[config.mk]
export PLATFORM = sky130hd
export DESIGN_NAME = ungrouper
export DESIGN_NICKNAME = d
export VERILOG_FILES = /design/src/rtl/grouper_pkg.sv /design/src/rtl/ungrouper_vocab_locator.sv /design/src/rtl/ungrouper.sv
export SDC_FILE = /design/constraint.sdc
export NUM_CORES = 1
export LEC_CHECK = 0
export ABC_AREA = 0
export ABC_CLOCK_PERIOD_IN_PS = 2800
export BUFFER_PORTS_ARGS = -buffer_cell sky130_fd_sc_hd__clkbuf_2
export CORE_MARGIN = 2
export CORE_UTILIZATION = 35
export CTS_BUF_LIST = sky130_fd_sc_hd__clkbuf_8
export CTS_CLUSTER_SIZE = 14
export DETAILED_ROUTE_END_ITERATION = 7
export PLACE_DENSITY_LB_ADDON = 0.05
export SLEW_MARGIN = 20
export SYNTH_ARGS = -nofsm -noshare
export SYNTH_HDL_FRONTEND = slang
export SYNTH_SLANG_ARGS = --single-unit
[constraint.sdc]
create_clock -name clk -period 2.8 [get_ports clk]
set_input_delay 0.56 -clock clk [delete_from_list [all_inputs] [get_ports clk]]
set_output_delay 0.56 -clock clk [all_outputs]
set_load 0.05 [all_outputs]
[src/rtl/grouper_pkg.sv]
// Shared definitions for grouper/ungrouper: end-of-token marker and decoder states.
// Vocab SRAM format: entries packed back-to-back from address 0, each terminated
// by EOT. Token ID k is the k-th entry, so k equals the number of EOTs before it.
// An EOT sitting at an entry start is an empty entry.
package grouper_pkg;

  localparam int EOT = 0;

  typedef enum logic [2:0] {
    ST_IDLE,
    ST_FETCH,
    ST_WAIT_TOK,
    ST_SCAN,
    ST_COPY,
    ST_DONE
  } ug_state_t;

endpackage

[src/rtl/ungrouper_vocab_locator.sv]
// Purpose: streams vocab reads from address 0 and counts EOTs until entry `id` starts.
// Latency: found/not_found pulse one cycle after the matching address is read; one read per cycle.
// Backpressure: none; busy from start until found/not_found.
// Ports: start/id in; voc_addr out, voc_dout in; found/not_found/start_addr out.
module vocab_locator
  import grouper_pkg::*;
#(
  parameter int ADDR_WIDTH = 4,
  parameter int DATA_WIDTH = 8
) (
  input  logic                  clk,
  input  logic                  rst_n,
  input  logic                  start,
  input  logic [DATA_WIDTH-1:0] id,
  output logic [ADDR_WIDTH-1:0] voc_addr,
  input  logic [DATA_WIDTH-1:0] voc_dout,
  output logic                  found,
  output logic                  not_found,
  output logic [ADDR_WIDTH-1:0] start_addr
);

  localparam logic [DATA_WIDTH-1:0] EOT_W = DATA_WIDTH'(EOT);

  logic                  busy;
  logic [ADDR_WIDTH-1:0] addr;     // next address to issue
  logic [ADDR_WIDTH-1:0] ev_addr;  // address whose data is on voc_dout now
  logic                  ev_vld;
  logic [DATA_WIDTH-1:0] cnt;      // EOTs seen strictly before ev_addr

  // Entry id starts at the first evaluated address preceded by exactly id EOTs.
  // Reaching the last address without that means the entry does not exist.
  always_comb begin
    found      = busy && ev_vld && (cnt == id);
    not_found  = busy && ev_vld && (cnt != id) && (ev_addr == '1);
    start_addr = ev_addr;
    voc_addr   = addr;
  end

  always_ff @(posedge clk or negedge rst_n) begin
    if (!rst_n) begin
      busy    <= 1'b0;
      addr    <= '0;
      ev_addr <= '0;
      ev_vld  <= 1'b0;
      cnt     <= '0;
    end else if (start) begin
      busy   <= 1'b1;
      addr   <= '0;
      ev_vld <= 1'b0;
      cnt    <= '0;
    end else if (busy) begin
      if (found || not_found) begin
        busy   <= 1'b0;
        ev_vld <= 1'b0;
      end else begin
        addr    <= addr + 1'b1;
        ev_addr <= addr;
        ev_vld  <= 1'b1;
        if (ev_vld && voc_dout == EOT_W) cnt <= cnt + 1'b1;
      end
    end
  end

endmodule

[src/rtl/ungrouper.sv]
// Purpose: detokenizer; for each token ID copies its vocab entry bytes into output SRAM.
// Latency: per token 2 cycles fetch + scan (up to D+1) + one cycle per byte + 2; done held while cs=1.
// Backpressure: none; single-cycle writes, SRAMs assumed always ready.
// Ports: cs/n_tok start a job; tok_*, voc_* read SRAMs (1-cycle latency); out_* write SRAM;
//        out_len/done/err report progress and result.
module ungrouper
  import grouper_pkg::*;
#(
  parameter int ADDR_WIDTH = 4,
  parameter int DATA_WIDTH = 8
) (
  input  logic                  clk,
  input  logic                  rst_n,
  input  logic                  cs,
  input  logic [ADDR_WIDTH:0]   n_tok,
  output logic [ADDR_WIDTH-1:0] tok_addr,
  input  logic [DATA_WIDTH-1:0] tok_dout,
  output logic [ADDR_WIDTH-1:0] voc_addr,
  input  logic [DATA_WIDTH-1:0] voc_dout,
  output logic [ADDR_WIDTH-1:0] out_addr,
  output logic [DATA_WIDTH-1:0] out_din,
  output logic                  out_we,
  output logic [ADDR_WIDTH:0]   out_len,
  output logic                  done,
  output logic                  err
);

  localparam logic [DATA_WIDTH-1:0] EOT_W = DATA_WIDTH'(EOT);
  localparam logic [ADDR_WIDTH:0]   DEPTH = (ADDR_WIDTH+1)'(1) << ADDR_WIDTH;

  ug_state_t state, state_nxt;

  logic [ADDR_WIDTH:0]   n_lat, ti, out_len_q;
  logic [DATA_WIDTH-1:0] id_q;
  logic [ADDR_WIDTH-1:0] rd_addr, cp_ev_addr;
  logic                  cp_vld, err_q;
  logic                  loc_start, loc_found, loc_nf;
  logic [ADDR_WIDTH-1:0] loc_addr, loc_start_addr;
  logic                  wr, ovf, ent_end, last_tok;

  vocab_locator #(.ADDR_WIDTH(ADDR_WIDTH), .DATA_WIDTH(DATA_WIDTH)) u_loc (
    .clk        (clk),
    .rst_n      (rst_n),
    .start      (loc_start),
    .id         (id_q),
    .voc_addr   (loc_addr),
    .voc_dout   (voc_dout),
    .found      (loc_found),
    .not_found  (loc_nf),
    .start_addr (loc_start_addr)
  );

  assign last_tok = ((ti + 1'b1) == n_lat);
  assign out_len  = out_len_q;
  assign err      = err_q;
  assign done     = (state == ST_DONE);
  assign tok_addr = ti[ADDR_WIDTH-1:0];
  assign out_we   = wr;
  assign out_addr = wr ? out_len_q[ADDR_WIDTH-1:0] : '0;
  assign out_din  = wr ? voc_dout : '0;

  always_ff @(posedge clk or negedge rst_n) begin
    if (!rst_n) state <= ST_IDLE;
    else        state <= state_nxt;
  end

  always_comb begin
    state_nxt = state;
    loc_start = 1'b0;
    wr        = 1'b0;
    ovf       = 1'b0;
    ent_end   = 1'b0;
    voc_addr  = '0;
    case (state)
      ST_IDLE: if (cs) state_nxt = (n_tok == '0) ? ST_DONE : ST_FETCH;
      ST_FETCH: state_nxt = ST_WAIT_TOK;
      ST_WAIT_TOK: begin
        // Entry 0 always starts at address 0, so no scan is needed.
        if (tok_dout == '0) begin
          state_nxt = ST_COPY;
        end else begin
          loc_start = 1'b1;
          state_nxt = ST_SCAN;
        end
      end
      ST_SCAN: begin
        voc_addr = loc_addr;
        if (loc_found)   state_nxt = ST_COPY;
        else if (loc_nf) state_nxt = ST_DONE;
      end
      ST_COPY: begin
        voc_addr = rd_addr;
        if (cp_vld) begin
          if (voc_dout != EOT_W && out_len_q == DEPTH) begin
            ovf       = 1'b1;
            state_nxt = ST_DONE;
          end else begin
            wr = (voc_dout != EOT_W);
            // A byte at the last address without EOT still closes the entry.
            if (voc_dout == EOT_W || cp_ev_addr == '1) begin
              ent_end   = 1'b1;
              state_nxt = last_tok ? ST_DONE : ST_FETCH;
            end
          end
        end
      end
      ST_DONE: if (!cs) state_nxt = ST_IDLE;
      default: state_nxt = ST_IDLE;
    endcase
  end

  always_ff @(posedge clk or negedge rst_n) begin
    if (!rst_n) begin
      n_lat      <= '0;
      ti         <= '0;
      out_len_q  <= '0;
      err_q      <= 1'b0;
      id_q       <= '0;
      rd_addr    <= '0;
      cp_ev_addr <= '0;
      cp_vld     <= 1'b0;
    end else begin
      case (state)
        ST_IDLE: begin
          if (cs) begin
            n_lat     <= n_tok;
            ti        <= '0;
            out_len_q <= '0;
            err_q     <= 1'b0;
          end
        end
        ST_WAIT_TOK: begin
          id_q    <= tok_dout;
          rd_addr <= '0;
          cp_vld  <= 1'b0;
        end
        ST_SCAN: begin
          if (loc_found) begin
            rd_addr <= loc_start_addr;
            cp_vld  <= 1'b0;
          end
          if (loc_nf) err_q <= 1'b1;
        end
        ST_COPY: begin
          rd_addr    <= rd_addr + 1'b1;
          cp_ev_addr <= rd_addr;
          cp_vld     <= 1'b1;
          if (wr)      out_len_q <= out_len_q + 1'b1;
          if (ovf)     err_q     <= 1'b1;
          if (ent_end) ti        <= ti + 1'b1;
        end
        default: ;
      endcase
    end
  end

endmodule

==> impl_metrics.env <==
export IMPL_routed_via_density=5.04
export IMPL_end_kind="output port"
export IMPL_overflow=0
export IMPL_totalPowerFinal_mw=3.40
export IMPL_ys_warn_count=0
export IMPL_cp_required_ps=2240
export IMPL_yosysTopAreaCell="dfrtp_1"
export IMPL_pwr_share_comb_pct=46.0
export IMPL_cpLargestDelayFamily="buffers and inverters"
export IMPL_rows=34
export IMPL_cp_num_buf_inv=3
export IMPL_r2r_end="ti[2]"
export IMPL_p_leak_nw=1.83
export IMPL_slew_headroom_pct=51.0
export IMPL_nets=440
export IMPL_clk_latency_ps=310
export IMPL_max_cap_violations=0
export IMPL_grt_pass1_vias=2517
export IMPL_yosysSeqAreaShare_pct=42.2
export IMPL_holdWs_ps=122
export IMPL_synth_top_cells_by_count="84 x nand2_1, 54 x dfrtp_1, 18 x and2_1"
export IMPL_ff2ff_setup_slack_ps=700
export IMPL_vias=2618
export IMPL_totalWireLength_um=7580
export IMPL_startpoint_type="register"
export IMPL_min_period_ps=2620
export IMPL_grt_util_all_layers_pct=15.8
export IMPL_swShare_pct=43.0
export IMPL_io_pins=52
export IMPL_cts_sinks=54
export IMPL_clk_pin_slew_ps=110
export IMPL_slowest_delay_ps=420
export IMPL_power_density_nw_per_um2=915
export IMPL_fin_crit_sh_pct=93.4
export IMPL_finalHoldViolCount=0
export IMPL_antenna_diode_count=0
export IMPL_seqPwrFrac_pct=38.4
export IMPL_r2r_cells=7
export IMPL_ys_flop_type="dfrtp_1"
export IMPL_drv_slew=0
export IMPL_gp_congestion=0.782
export IMPL_fin_tns_setup_ps=0
export IMPL_post_drt_wl_per_cell_um=14.6
export IMPL_cts_resized=0
export IMPL_ctsLongestPathBuffers=2
export IMPL_switching_power_mw=1.46
export IMPL_ys_top_cells_by_area="dfrtp_1 42%, nand2_1 9.9%, mux2i_1 3.8%"
export IMPL_htreeDepth=2
export IMPL_drive_above_1_share_pct=22.9
export IMPL_crit_fanout=19
export IMPL_port_buffers=51
export IMPL_grt_antenna_before_repair=0
export IMPL_synth_edf_count=0
export IMPL_synth_area_um2=3200
export IMPL_core_area_um2=8810
export IMPL_max_freq_ghz=0.382
export IMPL_crit_path_top_delay_cell="dfrtp_2"
export IMPL_worstReg2RegStart="out_len[1]"
export IMPL_cts_buffers=5
export IMPL_die_width_um=99.6
export IMPL_initial_core_util_pct=36.3
export IMPL_dp_cells=511
export IMPL_cts_setup_buffers=0
export IMPL_cts_tree="done"
export IMPL_ant_nets=0
export IMPL_critical_path_arrival_ps=2060
export IMPL_syn_avg_cell_area_um2=8.91
export IMPL_area_delta_synth_final_pct=16.3
export IMPL_ys_types=54
export IMPL_intPower_mw=1.94
export IMPL_synth_most_common_cell="nand2_1"
export IMPL_post_dp_hpwl_um=5850
export IMPL_drc_errors=0
export IMPL_worstMarginPinSlew_ps=733
export IMPL_post_layout_nonfiller_instances=519
export IMPL_ys_seq_elements=54
export IMPL_grt_max_degree=24
export IMPL_synth_top_area_share_pct=42.2
export IMPL_pwr_share_clk_pct=15.6
export IMPL_skew_ps=16.0
export IMPL_hold_path_class="input port to asynchronous set/reset pin"
export IMPL_grt_pass1_wl_um=12800
export IMPL_first_pass_iters=4
export IMPL_syn_nets=389
export IMPL_drt_iter0_markers=90
export IMPL_cts_hold_buf=0
export IMPL_cts_root_buf="clkbuf_8"
export IMPL_synthCells=359
export IMPL_crit_type="register to output port"
export IMPL_path_cells="inv_1 > ha_1 > and4bb_1 > a211oi_2 > buf_4 > and2_2 > clkbuf_2"
export IMPL_synthArstFlopShare_pct=100
export IMPL_die_height_um=99.6
export IMPL_rsz0062_at_grt="false"
export IMPL_max_vdd_ir_drop_uv=321
export IMPL_status="complete, no violations"
export IMPL_setup_viol_count_final=0
export IMPL_die_area_um2=9920
flip-flops by register name (all words and copies together) (netlist names):
name              cells
state                 3
u_loc.voc_addr        4
n_lat                 5
out_len               5
cp_ev_addr            4
u_loc.ev_vld          1
ti                    5
err                   1
u_loc.start_addr      4
id_q                  8
u_loc.cnt             8
u_loc.busy            1
rd_addr               4
cp_vld                1
stage by stage:
step | worst slack, ps | area (µm²) | utilization [%]
global placement | 369 | 3610 | 41.0
CTS | 159 | 3720 | 42.3
finish | 184 | 3720 | 42.3
global route | 72.3 | 3720 | 42.3
detailed placement | 350 | 3610 | 41.0
floorplan | 39.2 | 3210 | -
layout make-up:
type / count / area, µm²
Timing Repair Buffer: 63 / 358
Clock buffer: 5 / 68.8
Fill cell: 908 / 5080
Multi-Input combinational cell: 276 / 1730
Tap cell: 108 / 135
Sequential cell: 54 / 1350
Clock inverter: 3 / 41.3
Inverter: 10 / 37.5
power groups by stage:
stage	combinational (mW)	sequential [mW]	clock (mW)
6_report	1.57	1.31	0.531
5_1_grt	1.75	1.36	0.581
4_1_cts	1.58	1.31	0.554
3_5_place_dp	1.58	1.33	0
3_3_place_gp	1.57	1.33	0
2_1_floorplan	1.17	1.29	0
metal layers:
metal | track usage, % | part of all wire [%] | vias to the layer above
met5 | 0 | 0 | -
met4 | 3.16 | 0.79 | 0
met3 | 2.74 | 3.0 | 5
met2 | 24.0 | 44 | 36
met1 | 23.7 | 53 | 1243
li1 | - | - | 1334
worst max path at each step:
stage	startpoint	endpoint	slack, ps	depth (start not counted)
global route	out_len[0]	out_din[1]	70	7
finish	out_len[0]	out_din[5]	180	7
floorplan	out_len[0]	out_addr[2]	40	6
CTS	out_len[0]	out_din[1]	160	7
detailed placement	voc_dout[1]	out_din[1]	350	6
global placement	voc_dout[1]	out_din[2]	370	6
layout by cell type (no fill, tap or decap), drive strengths merged, types with 4 or more instances in the layout:
cell type	count
nor4	5
nand2	84
a211oi	4
a21oi	12
dfrtp	54
inv	11
xnor2	7
o21ai	19
xor2	12
nor2	16
nand3	11
nor3b	4
clkbuf	56
and2	18
buf	12
mux2i	12
nand2b	8
nand4	11
ha	6
mux2	4
kinds of logic after synthesis:
| group | count (synthesis) | synth area share (%) |
|---|---|---|
| simple gates | 175 | 27.3 |
| compound gates | 60 | 13.2 |
| flops | 54 | 42.2 |
| buf+inv | 29 | 4.11 |
| xor+xnor | 19 | 5.20 |
| mux | 16 | 5.63 |
| fa+ha+maj | 6 | 2.35 |
No activity file was read; power rests on OpenSTA's default activity.
